[config.mk]
export PLATFORM = sky130hd
export DESIGN_NAME = multi_pwm
export DESIGN_NICKNAME = d
export VERILOG_FILES = /design/src/rtl/multi_pwm.sv
export SDC_FILE = /design/constraint.sdc
export NUM_CORES = 1
export LEC_CHECK = 0
export CAP_MARGIN = 5
export CORE_MARGIN = 5
export CORE_UTILIZATION = 45
export CTS_CLUSTER_SIZE = 24
export DETAILED_ROUTE_END_ITERATION = 8
export DONT_BUFFER_PORTS = 1
export PLACE_DENSITY = 0.65
export SLEW_MARGIN = 0
export SYNTH_ARGS = -nofsm -noshare
export SYNTH_HDL_FRONTEND = slang
export SYNTH_SLANG_ARGS = --single-unit
[constraint.sdc]
create_clock -name clk_i -period 2.9 [get_ports clk_i]
set_clock_uncertainty 0.05 [all_clocks]
set_input_delay 0.725 -clock clk_i [delete_from_list [all_inputs] [get_ports clk_i]]
set_output_delay 0.725 -clock clk_i [all_outputs]
set_load 0.02 [all_outputs]
[src/rtl/multi_pwm.sv]
// Multi-channel PWM generator driven by PS/2 set-2 scancodes.
// Digit keys pick a channel; numpad +/-, Z and M edit that channel's pending duty.
// Pending duties are copied into the active set only at the period boundary,
// so a PWM output never changes its duty part-way through a period.
module multi_pwm #(
    parameter int unsigned CHANNELS = 4,
    parameter int unsigned WIDTH    = 8,
    parameter int unsigned STEP     = 16
) (
    input  logic                clk_i,
    input  logic                rst_ni,
    input  logic                flag_i,
    input  logic [7:0]          scancode_i,
    output logic [CHANNELS-1:0] pwm_o,
    output logic [2:0]          sel_o,
    output logic [WIDTH:0]      sel_duty_o,
    output logic                period_start_o
);

    // Duty registers hold 0..2^WIDTH; arithmetic gets one more bit of headroom.
    localparam int unsigned DW = WIDTH + 1;
    localparam int unsigned AW = WIDTH + 2;

    localparam logic [AW-1:0]    FullExt = AW'(1) << WIDTH;
    localparam logic [AW-1:0]    StepExt = AW'(STEP);
    localparam logic [DW-1:0]    StepDw  = DW'(STEP);
    localparam logic [WIDTH-1:0] CntMax  = '1;

    // PS/2 set-2 codes of interest
    localparam logic [7:0] CodeBreak = 8'hF0;
    localparam logic [7:0] CodeExt   = 8'hE0;
    localparam logic [7:0] CodeInc   = 8'h79;
    localparam logic [7:0] CodeDec   = 8'h7B;
    localparam logic [7:0] CodeZero  = 8'h1A;
    localparam logic [7:0] CodeMax   = 8'h3A;

    typedef enum logic [0:0] {
        StIdle,
        StBrk
    } state_e;

    state_e state_q, state_d;

    logic [WIDTH-1:0]             cnt_q, cnt_d;
    logic [2:0]                   sel_q, sel_d;
    logic [CHANNELS-1:0][DW-1:0]  duty_next_q, duty_next_d;
    logic [CHANNELS-1:0][DW-1:0]  duty_act_q, duty_act_d;
    logic [CHANNELS-1:0]          pwm_q, pwm_d;
    logic                         period_start_q, period_start_d;

    logic       make_v;
    logic [2:0] key_ch;
    logic       key_is_sel;
    logic       key_is_inc;
    logic       key_is_dec;
    logic       key_is_zero;
    logic       key_is_max;

    logic [DW-1:0] cur_duty;
    logic [AW-1:0] sum;
    logic [DW-1:0] inc_val;
    logic [DW-1:0] dec_val;
    logic [DW-1:0] new_duty;
    logic          duty_wr;

    // Byte classification of the incoming scancode
    always_comb begin
        key_ch      = 3'd0;
        key_is_sel  = 1'b0;
        key_is_inc  = 1'b0;
        key_is_dec  = 1'b0;
        key_is_zero = 1'b0;
        key_is_max  = 1'b0;
        case (scancode_i)
            8'h16: begin key_ch = 3'd0; key_is_sel = 1'b1; end
            8'h1E: begin key_ch = 3'd1; key_is_sel = 1'b1; end
            8'h26: begin key_ch = 3'd2; key_is_sel = 1'b1; end
            8'h25: begin key_ch = 3'd3; key_is_sel = 1'b1; end
            8'h2E: begin key_ch = 3'd4; key_is_sel = 1'b1; end
            8'h36: begin key_ch = 3'd5; key_is_sel = 1'b1; end
            8'h3D: begin key_ch = 3'd6; key_is_sel = 1'b1; end
            8'h3E: begin key_ch = 3'd7; key_is_sel = 1'b1; end
            CodeInc:  key_is_inc  = 1'b1;
            CodeDec:  key_is_dec  = 1'b1;
            CodeZero: key_is_zero = 1'b1;
            CodeMax:  key_is_max  = 1'b1;
            default: ;
        endcase
    end

    // Decoder FSM: the byte after F0 is a release and is swallowed; E0 prefixes are skipped
    always_comb begin
        state_d = state_q;
        make_v  = 1'b0;
        if (flag_i) begin
            unique case (state_q)
                StIdle: begin
                    if (scancode_i == CodeBreak) begin
                        state_d = StBrk;
                    end else if (scancode_i != CodeExt) begin
                        make_v = 1'b1;
                    end
                end
                StBrk: state_d = StIdle;
                default: state_d = StIdle;
            endcase
        end
    end

    // Pending duty of the selected channel; also drives sel_duty_o
    always_comb begin
        cur_duty = '0;
        for (int unsigned ch = 0; ch < CHANNELS; ch++) begin
            if (sel_q == 3'(ch)) begin
                cur_duty = duty_next_q[ch];
            end
        end
    end

    // Saturating step arithmetic; decrement is guarded so it never wraps
    always_comb begin
        sum     = AW'(cur_duty) + StepExt;
        inc_val = (sum > FullExt) ? FullExt[DW-1:0] : sum[DW-1:0];
        dec_val = (cur_duty < StepDw) ? '0 : cur_duty - StepDw;

        new_duty = cur_duty;
        if (key_is_inc) begin
            new_duty = inc_val;
        end else if (key_is_dec) begin
            new_duty = dec_val;
        end else if (key_is_zero) begin
            new_duty = '0;
        end else if (key_is_max) begin
            new_duty = FullExt[DW-1:0];
        end
        duty_wr = make_v & (key_is_inc | key_is_dec | key_is_zero | key_is_max);
    end

    // Channel selection and pending-duty update
    always_comb begin
        sel_d       = sel_q;
        duty_next_d = duty_next_q;
        // Codes for channels that do not exist leave the selection alone
        if (make_v && key_is_sel && (32'(key_ch) < CHANNELS)) begin
            sel_d = key_ch;
        end
        if (duty_wr) begin
            for (int unsigned ch = 0; ch < CHANNELS; ch++) begin
                if (sel_q == 3'(ch)) begin
                    duty_next_d[ch] = new_duty;
                end
            end
        end
    end

    // Period counter, boundary load of active duties, and registered compare
    always_comb begin
        cnt_d          = cnt_q + WIDTH'(1);
        period_start_d = (cnt_q == '0);
        // Loading on the last count makes the new duty valid from count 0
        duty_act_d     = (cnt_q == CntMax) ? duty_next_q : duty_act_q;
        pwm_d          = '0;
        for (int unsigned ch = 0; ch < CHANNELS; ch++) begin
            pwm_d[ch] = ({1'b0, cnt_q} < duty_act_q[ch]);
        end
    end

    // State registers
    always_ff @(posedge clk_i or negedge rst_ni) begin
        if (!rst_ni) begin
            state_q        <= StIdle;
            cnt_q          <= '0;
            sel_q          <= 3'd0;
            duty_next_q    <= '0;
            duty_act_q     <= '0;
            pwm_q          <= '0;
            period_start_q <= 1'b0;
        end else begin
            state_q        <= state_d;
            cnt_q          <= cnt_d;
            sel_q          <= sel_d;
            duty_next_q    <= duty_next_d;
            duty_act_q     <= duty_act_d;
            pwm_q          <= pwm_d;
            period_start_q <= period_start_d;
        end
    end

    assign pwm_o          = pwm_q;
    assign sel_o          = sel_q;
    assign sel_duty_o     = cur_duty;
    assign period_start_o = period_start_q;

endmodule

==> results of run 1 <==
## flip-flops by register name, indices dropped and copies added, names as in the netlist
name and flops:
sel_o 3, duty_act_q 36, pwm_o 4, state_q 1
period_start_o 1, cnt_q 8, duty_next_q 36
## cells in the mapped netlist, types with 2 or more instances
library cell   n
nor3b_1        2
dfrtp_1       89
or2_2          2
xnor2_1        7
o22ai_1        2
nor2_1        23
buf_2          2
inv_1         45
buf_4          2
mux2_2        38
nor4_1         2
nor3_1         3
nor2b_1        5
a21boi_0       9
xor2_1         2
nand2_1       46
nand3_1       15
mux2i_1        3
a21o_1         2
o31ai_1       22
mux4_1         4
ha_1          33
o21ai_0       42
nand2b_2       2
clkbuf_1      10
nand4_1        4
or4_1          3
mux4_2         2
and3_1         7
buf_6          2
a21oi_1       12
nand2b_1       8
## cell families (layout without fill, tap and decap cells)
logic type	count (synthesis)	after routing	share of synthesized area
AND/OR/NAND/NOR	129	129	0.1320
AO/OA/AOI/OAI	101	101	0.1368
flip-flops	89	89	0.4543
buffers and inverters	62	87	0.05258
multiplexers	47	47	0.1240
adder cells (fa/ha/maj)	33	33	0.08423
XOR/XNOR	9	9	0.01608
## timing repair
item | CTS | global route
setup endpoints to repair | 2 | 27
hold buffers | 1 | 0
setup buffers | 2 | 2
gates cloned | 0 | 1
endpoints found under the hold margin | 89 | 0
resized for setup | 1 | 30
## power by group
part | switching (mW) | internal (mW)
registers | 0.0152 | 1.25
clock network | 0.493 | 0.417
logic | 0.121 | 0.0733
total | 0.630 | 1.74
## metrics by stage
step | setup TNS, ns | instance area, µm² | power [mW] | hold WS (ns)
3_3_place_gp | 0 | 5159 | 1.440 | 0.3843
5_1_grt | -0.3441 | 5584 | 2.469 | 0.2303
2_1_floorplan | -0.8506 | 4910 | 1.399 | 0.3794
6_report | 0 | 5584 | 2.370 | 0.2030
3_5_place_dp | 0 | 5159 | 1.441 | 0.3844
4_1_cts | 0 | 5413 | 2.384 | 0.2253
## how the worst max path moves through the flow
| stage | from | endpoint | slack, ns | cells past startpoint |
|---|---|---|---|---|
| floorplan | sel_o[0] | duty_next_q[10] | -0.09 | 10 |
| finish | sel_o[0] | duty_next_q[19] | 0.03 | 10 |
| CTS | sel_o[0] | duty_next_q[21] | 0.02 | 10 |
| global placement | sel_o[0] | duty_next_q[30] | 0.13 | 10 |
| detailed placement | sel_o[0] | duty_next_q[21] | 0.02 | 10 |
| global route | sel_o[0] | duty_next_q[19] | -0.07 | 10 |
## area by class of cell
| class | count | area [µm²] | share of cell area |
|---|---|---|---|
| Clock buffer | 9 | 123.9 | 0.02218 |
| Clock inverter | 7 | 83.83 | 0.01501 |
| Inverter | 45 | 168.9 | 0.03025 |
| Multi-Input combinational cell | 319 | 2551 | 0.4569 |
| Sequential cell | 89 | 2228 | 0.3991 |
| Tap cell | 140 | 175.2 | 0.03137 |
| Timing Repair Buffer | 26 | 252.7 | 0.04526 |
## layer usage
layer  part of all wire  global-route usage  routed length [µm]  up-vias
met5                  0                   0                   0        -
met4              0.032             0.08314                 363        0
met3              0.039             0.03383                 433       27
met2               0.47              0.2646                5224       81
met1               0.46              0.2461                5175     1801
li1                   -                   -                   -     1707
## worst reg2reg max path: cells and delay by family, from the launching register on
family                   cells  cell delay [ns]
AO/OA/AOI/OAI                3             0.68
flip-flops                   1             0.46
buffers and inverters        2             0.26
AND/OR/NAND/NOR              3             0.79
adder cells (fa/ha/maj)      1             0.16
multiplexers                 1             0.38
==> qor.csv, run 1 <==
metric,value,unit
outcome,"complete, no violations",
area_growth_syn_to_layout,13.91,%
syn-cell-area,0.004902,mm²
p_leak,2.544,nW
crit-reg2reg-launch,sel_o[0],
synth.avg_cell_area,10.43,µm²
synth_edf_count,0,
grtUsageTotal,0.1762,
nets,534,
ff2ff_setup_slack,0.03,ns
vias,3616,
fillCellCount,994,
detail_route.wl_per_cell,17.63,µm
drtAntennaViolNets,0,
drtPass1Iterations,4,
cp_top_family,simple AND/OR/NAND/NOR gates,
grt_pass1_vias,3528,
slowest_stage,dfrtp_2,
final_util,0.5197,
synth.yosys.seq_area_share,0.4543,
required,3.11,ns
ff2ff_path_depth,10,
globalplace.congestion,0.8961,
period_share,0.9895,
drc,0,
rows,38,
maxCapViolations,0,
final_cell_mix,"dfrtp_1 (88), nand2_1 (46), inv_1 (42)",
r2r_end,duty_next_q[19],
async_flop_share,1.000,
grt_pass1_wl,18150,µm
overflow,0,
clockBufferDepth,2,
hold_viol_final,0,
cp.arrival,3.08,ns
synth-main-ff-cell,dfrtp_1,
initial_core_util,0.4562,
post-place-ws,0.02441,ns
netlist_instances,470,
finalWirelength,11200,µm
final_cells,635,
p_per_area,424.4,mW/mm²
crit_chain,mux4_2 -> nand2b_4 -> inv_2 -> ha_2 -> or3b_4 -> or3_4 -> a2111oi_4 -> o311ai_4 -> buf_12 -> o31ai_2,
ctsRootBufferMaster,clkbuf_8,
dieArea,0.01308,mm²
drtIter0Drc,268,
crit_path_max_fanout,8,
dp_hpwl,8185,µm
htree_num_levels,3,
rsz0062_at_grt,true,
peakVddDrop,0.2311,mV
cts_tree,done,
insertion_delay,0.36,ns
yosysTopAreaCell,dfrtp_1,
placed_cells,613,
synth_area_leaders,"dfrtp_1 (45%), mux2_2 (8.7%), ha_1 (8.4%)",
grt_max_degree,90,
die_x,114.4,µm
antenna_found_initial,0,
slew_viol_final,0,
synth_warnings,0,
crit_type,reg -> reg,
numPortBuffers,0,
end_kind,register,
io_pins,28,
num_antenna_cells,0,
clkSinkCount,89,
final_common_cell,dfrtp_1,
synth-seq-cells,89,
ys_types,52,
fin_ws,0.03036,ns
tightest_slew,0.7378,ns
core_region_area,0.01075,mm²
startpoint_type,register,
clk_pin_slew,0.10,ns
viasPerCell,5.694,
hold_path_class,in -> async,
fmax,348.5,MHz
die_h,114.4,µm
cts_inserted_buffers,9,
finalSetupViolCount,0,
synth_top_area_share,0.4543,
fin_crit,2.870,ns
relSlewSlack,0.5069,
drive_above_1_share,0.2465,
slowest_delay,0.46,ns
path_buf_inv,2,
synth_nets,514,
No activity file was read; power rests on OpenSTA's default activity.
==> run 2: changes to the inputs <==
Settings changed: PLACE_DENSITY 0.65 to 0.63.
Clock period 2.9 ns to 3.5 ns, I/O delays scaled along.
==> run 2 against run 1 <==
  * Sequential power is 17% lower
  * Setup slack better by 0.28 ns
  * Highest routed layer unchanged
  * Utilization is 2.7 points lower
  * Design area is 5.3% lower
  * Register-to-register slack better by 0.28 ns
  * Combinational power is 41% lower
  * First-iteration DRC count is 12% lower
  * Largest cell class unchanged
==> qor.csv, run 2 (synthesized netlist as in run 1, its figures left out) <==
metric,value,unit
outcome,"complete, no violations",
antenna_found_initial,0,
ctsResizeCount,0,
final_cell_mix,"dfrtp_1 (89), nand2_1 (46), inv_1 (45)",
tightest_slew,0.6883,ns
final_util,0.4922,
cts_setup_buffers,0,
drtAntennaViolNets,0,
ff2ff_setup_slack,0.31,ns
holdWs,0.1522,ns
post-place-ws,0.3733,ns
fin_crit,3.194,ns
clk_pin_slew,0.08,ns
dp_hpwl,7934,µm
vias,3432,
viasPerCell,5.535,
final_common_cell,dfrtp_1,
clockBufferDepth,2,
top_regs,"duty_act_q: 36 flops, duty_next_q: 36 flops, cnt_q: 8 flops",
peakVddDrop,0.1707,mV
area_growth_syn_to_layout,7.887,%
globalplace.congestion,0.8813,
crit_path_max_fanout,17,
startpoint_type,register,
initial_core_util,0.4562,
maxCapViolations,0,
p_leak,2.459,nW
grt_pass1_vias,3467,
die_x,114.4,µm
relSlewSlack,0.5412,
dieArea,0.01308,mm²
ctsRootBufferMaster,clkbuf_8,
drive_above_1_share,0.1563,
grtUsageTotal,0.1771,
io_pins,28,
detail_route.wl_per_cell,17.29,µm
num_antenna_cells,0,
period_share,0.9125,
postCtsHoldBufs,0,
insertion_delay,0.36,ns
drtIter0Drc,236,
overflow,0,
fin_setup_tns,0,ns
numPortBuffers,0,
end_kind,register,
final_cells,620,
fmax,313.1,MHz
cts_tree,done,
fin_ws,0.3063,ns
hold_viol_final,0,
htree_num_levels,3,
drc,0,
crit_type,reg -> reg,
p_per_area,363.2,mW/mm²
grt_max_degree,90,
rsz0062_at_grt,false,
placed_cells,605,
hold_path_class,in -> async,
drtPass1Iterations,4,
required,3.65,ns
cp.arrival,3.35,ns
finalSetupViolCount,0,
core_region_area,0.01075,mm²
slew_viol_final,0,
finalWirelength,10720,µm
rows,38,
nets,520,
grt_pass1_wl,17970,µm
cts_inserted_buffers,9,
die_h,114.4,µm
clkSinkCount,89,
run 2: changes by cell type in the layout (fill, tap and decap cells not counted), moves of 3 or more:
| cell | before | now |
|---|---|---|
| inv_2 | 3 | 0 |
| inv_1 | 42 | 45 |
| o31ai_1 | 8 | 22 |
| buf_4 | 21 | 12 |
| inv_6 | 4 | 0 |
| o31ai_2 | 12 | 0 |
run 2: critical path, stage by stage (launching register included):
cell and delay (ns):
dfrtp_1 0.42, buf_4 0.26, mux4_1 0.60, nand2b_1 0.20, nand3_1 0.20, o31ai_1 0.44
nor2_1 0.09, a221oi_1 0.57, o21ai_0 0.22
run 2: where the power goes:
group          switching, mW  internal [mW]  total [mW]
Combinational         0.0720         0.0439       0.116
Sequential           0.00933           1.03        1.04
Clock                  0.344          0.417       0.761
run 2: layout make-up:
cell class | instances | area (µm²)
Clock inverter | 3 | 65.06
Multi-Input combinational cell | 319 | 2417
Tap cell | 140 | 175.2
Timing Repair Buffer | 12 | 90.09
Fill cell | 1031 | 5456
Sequential cell | 89 | 2227
Clock buffer | 12 | 145.1
Inverter | 45 | 168.9
run 2: routing by layer:
metal,GRT usage,routed length (µm),vias up,share of wire
met3,0.03277,402,19,0.038
met1,0.2402,5060,1671,0.47
met5,0,0,-,0
met4,0.08472,246,0,0.023
met2,0.2744,5009,74,0.47
li1,-,-,1668,-
run 2: final timing paths:
kind | depth (start not counted) | start | endpoint
setup reg to reg | 8 | sel_o[0] | duty_next_q[15]
min in group clk_i | 2 | duty_act_q[26] | pwm_o[2]
hold / removal | 0 | rst_ni | cnt_q[0]
max in group asynchronous | 0 | rst_ni | duty_next_q[33]
hold reg to reg | 2 | duty_act_q[26] | pwm_o[2]
setup / recovery | 8 | sel_o[0] | duty_next_q[15]
run 2: stage by stage:
stage               power [mW]  area (µm²)
floorplan                1.158        4902
CTS                      1.945        5289
global route             1.993        5289
finish                   1.921        5289
detailed placement       1.181        5079
global placement         1.181        5079
==> run 3: changes to the inputs <==
Settings changed: PLACE_DENSITY 0.63 to 0.65.
Clock period 3.5 ns to 2.6 ns, I/O delays scaled along.
==> run 3 against run 2 <==
  * The run now ends with hold timing, setup timing left
  * Sequential share of layout area shrank 4.0 points
  * Register-to-register slack got worse by 0.54 ns
  * Via count rose by 5.7%
  * Maximum frequency grew 13%
  * Global-route usage is 1.1 points higher
  * Worst hold slack got worse by 0.24 ns
  * Critical path depth rose by 1
  * First-iteration DRC count shrank 33%
  * Final cell count rose by 5.6%
==> qor.csv, run 3 (synthesized netlist as in run 1, its figures left out) <==
metric,value,unit
num_antenna_cells,0,
fin_crit,2.830,ns
fin_setup_tns,-4.069,ns
htree_num_levels,3,
ctsRootBufferMaster,clkbuf_8,
ff2ff_path_depth,9,
insertion_delay,0.37,ns
fin_ws,-0.2299,ns
drive_above_1_share,0.2951,
hold_viol_final,89,
core_region_area,0.01075,mm²
drtAntennaViolNets,0,
finalSetupViolCount,31,
end_kind,register,
violations,"hold timing, setup timing",
required,2.83,ns
area_growth_syn_to_layout,19.40,%
cp.arrival,3.06,ns
rows,38,
p_per_area,487.4,mW/mm²
holdWs,-0.08579,ns
numPortBuffers,0,
startpoint_type,register,
maxCapViolations,0,
clockBufferDepth,2,
crit_path_max_fanout,16,
viasPerCell,5.539,
overflow,0,
antenna_found_initial,0,
grtUsageTotal,0.1876,
slew_viol_final,0,
io_pins,28,
dieArea,0.01308,mm²
ff2ff_setup_slack,-0.23,ns
fmax,353.4,MHz
die_h,114.4,µm
crit_type,reg -> reg,
grtUsageMet3,0.04968,
relSlewSlack,0.4634,
nets,554,
detail_route.wl_per_cell,17.66,µm
final_common_cell,dfrtp_1,
clkSinkCount,89,
peakVddDrop,0.2478,mV
drtPass1Iterations,6,
r2r_end,duty_next_q[28],
rsz0062_at_grt,true,
grt_use_met2,0.2966,
top_regs,"duty_act_q: 36 flops, duty_next_q: 36 flops, cnt_q: 8 flops",
cts_inserted_buffers,9,
die_x,114.4,µm
p_leak,2.673,nW
final_cell_mix,"dfrtp_1 (87), nand2_1 (46), inv_1 (39)",
grt_pass1_wl,19030,µm
cts_tree,done,
initial_core_util,0.4562,
outcome,"complete, but fails checks",
dp_hpwl,8448,µm
vias,3628,
globalplace.congestion,0.8997,
drtIter0Drc,159,
tightest_slew,0.7965,ns
crit-reg2reg-launch,sel_o[0],
finalWirelength,11570,µm
grt_max_degree,90,
grt_pass1_vias,3607,
clk_pin_slew,0.09,ns
period_share,1.088,
met1_usage,0.2533,
post-place-ws,-0.3190,ns
drc,0,
hold_path_class,in -> async,
grt.busiest_layer,met2,
-- run 3: cell types whose count changed in the layout (fill, tap and decap cells not counted), moves of 5 or more --
| cell | before | now |
|---|---|---|
| buf_4 | 12 | 38 |
| o21ai_0 | 42 | 26 |
| o21ai_1 | 0 | 12 |
| inv_1 | 45 | 39 |
| o31ai_1 | 22 | 16 |
| o31ai_2 | 0 | 5 |
-- run 3: repair_timing --
action / in CTS / in global routing
endpoints found under the hold margin: 89 / 89
setup endpoints to repair: 40 / 43
gates resized for setup: 24 / 36
setup buffers: 3 / 1
pin swaps: 5 / 10
cloned: 0 / 1
-- run 3: critical path, cell delays in order, from the launching register on --
cell and delay, ns:
dfrtp_2 0.47, mux4_2 0.35, nor2b_4 0.16, ha_2 0.19, or3b_4 0.38, or3_4 0.35
a2111oi_4 0.25, o311ai_4 0.13, buf_12 0.17, o31ai_2 0.24
-- run 3: per-stage QoR --
step | total power, mW | area (µm²) | utilization | hold WS [ns] | std cells
4_1_cts | 2.841 | 5677 | 0.5283 | -0.1009 | 653
5_1_grt | 2.950 | 5853 | 0.5447 | -0.1077 | 655
3_5_place_dp | 1.625 | 5324 | 0.4955 | 0.3087 | 634
6_report | 2.853 | 5853 | 0.5447 | -0.08579 | 655
2_1_floorplan | 1.560 | 4930 | - | 0.3044 | 470
3_3_place_gp | 1.621 | 5324 | 0.4955 | 0.3090 | 634
-- run 3: worst max path at each step --
| stage | cells past startpoint | from | endpoint |
|---|---|---|---|
| detailed placement | 9 | sel_o[0] | duty_next_q[28] |
| CTS | 9 | sel_o[0] | duty_next_q[28] |
| floorplan | 10 | sel_o[0] | duty_next_q[10] |
| global route | 9 | sel_o[0] | duty_next_q[28] |
| global placement | 9 | sel_o[0] | duty_next_q[29] |
| finish | 9 | sel_o[0] | duty_next_q[28] |
-- run 3: per-layer routing --
layer / routed length [µm] / share of wire
met5: 0 / 0
met4: 216 / 0.019
met3: 514 / 0.044
met2: 5506 / 0.48
met1: 5330 / 0.46
-- run 3: layout make-up --
cell class,count,area [µm²]
Fill cell,951,4892
Multi-Input combinational cell,319,2603
Sequential cell,89,2230
Timing Repair Buffer,46,415.4
Inverter,45,176.4
Tap cell,140,175.2
Clock buffer,12,155.1
Clock inverter,4,98.84
-- run 3: power breakdown --
part / internal [mW] / total [mW] / leakage (nW) / switching, mW
logic: 0.122 / 0.243 / 1.33 / 0.121
clock network: 0.694 / 1.20 / 0.127 / 0.502
registers: 1.39 / 1.41 / 1.22 / 0.0204
total: 2.21 / 2.85 / 2.67 / 0.643
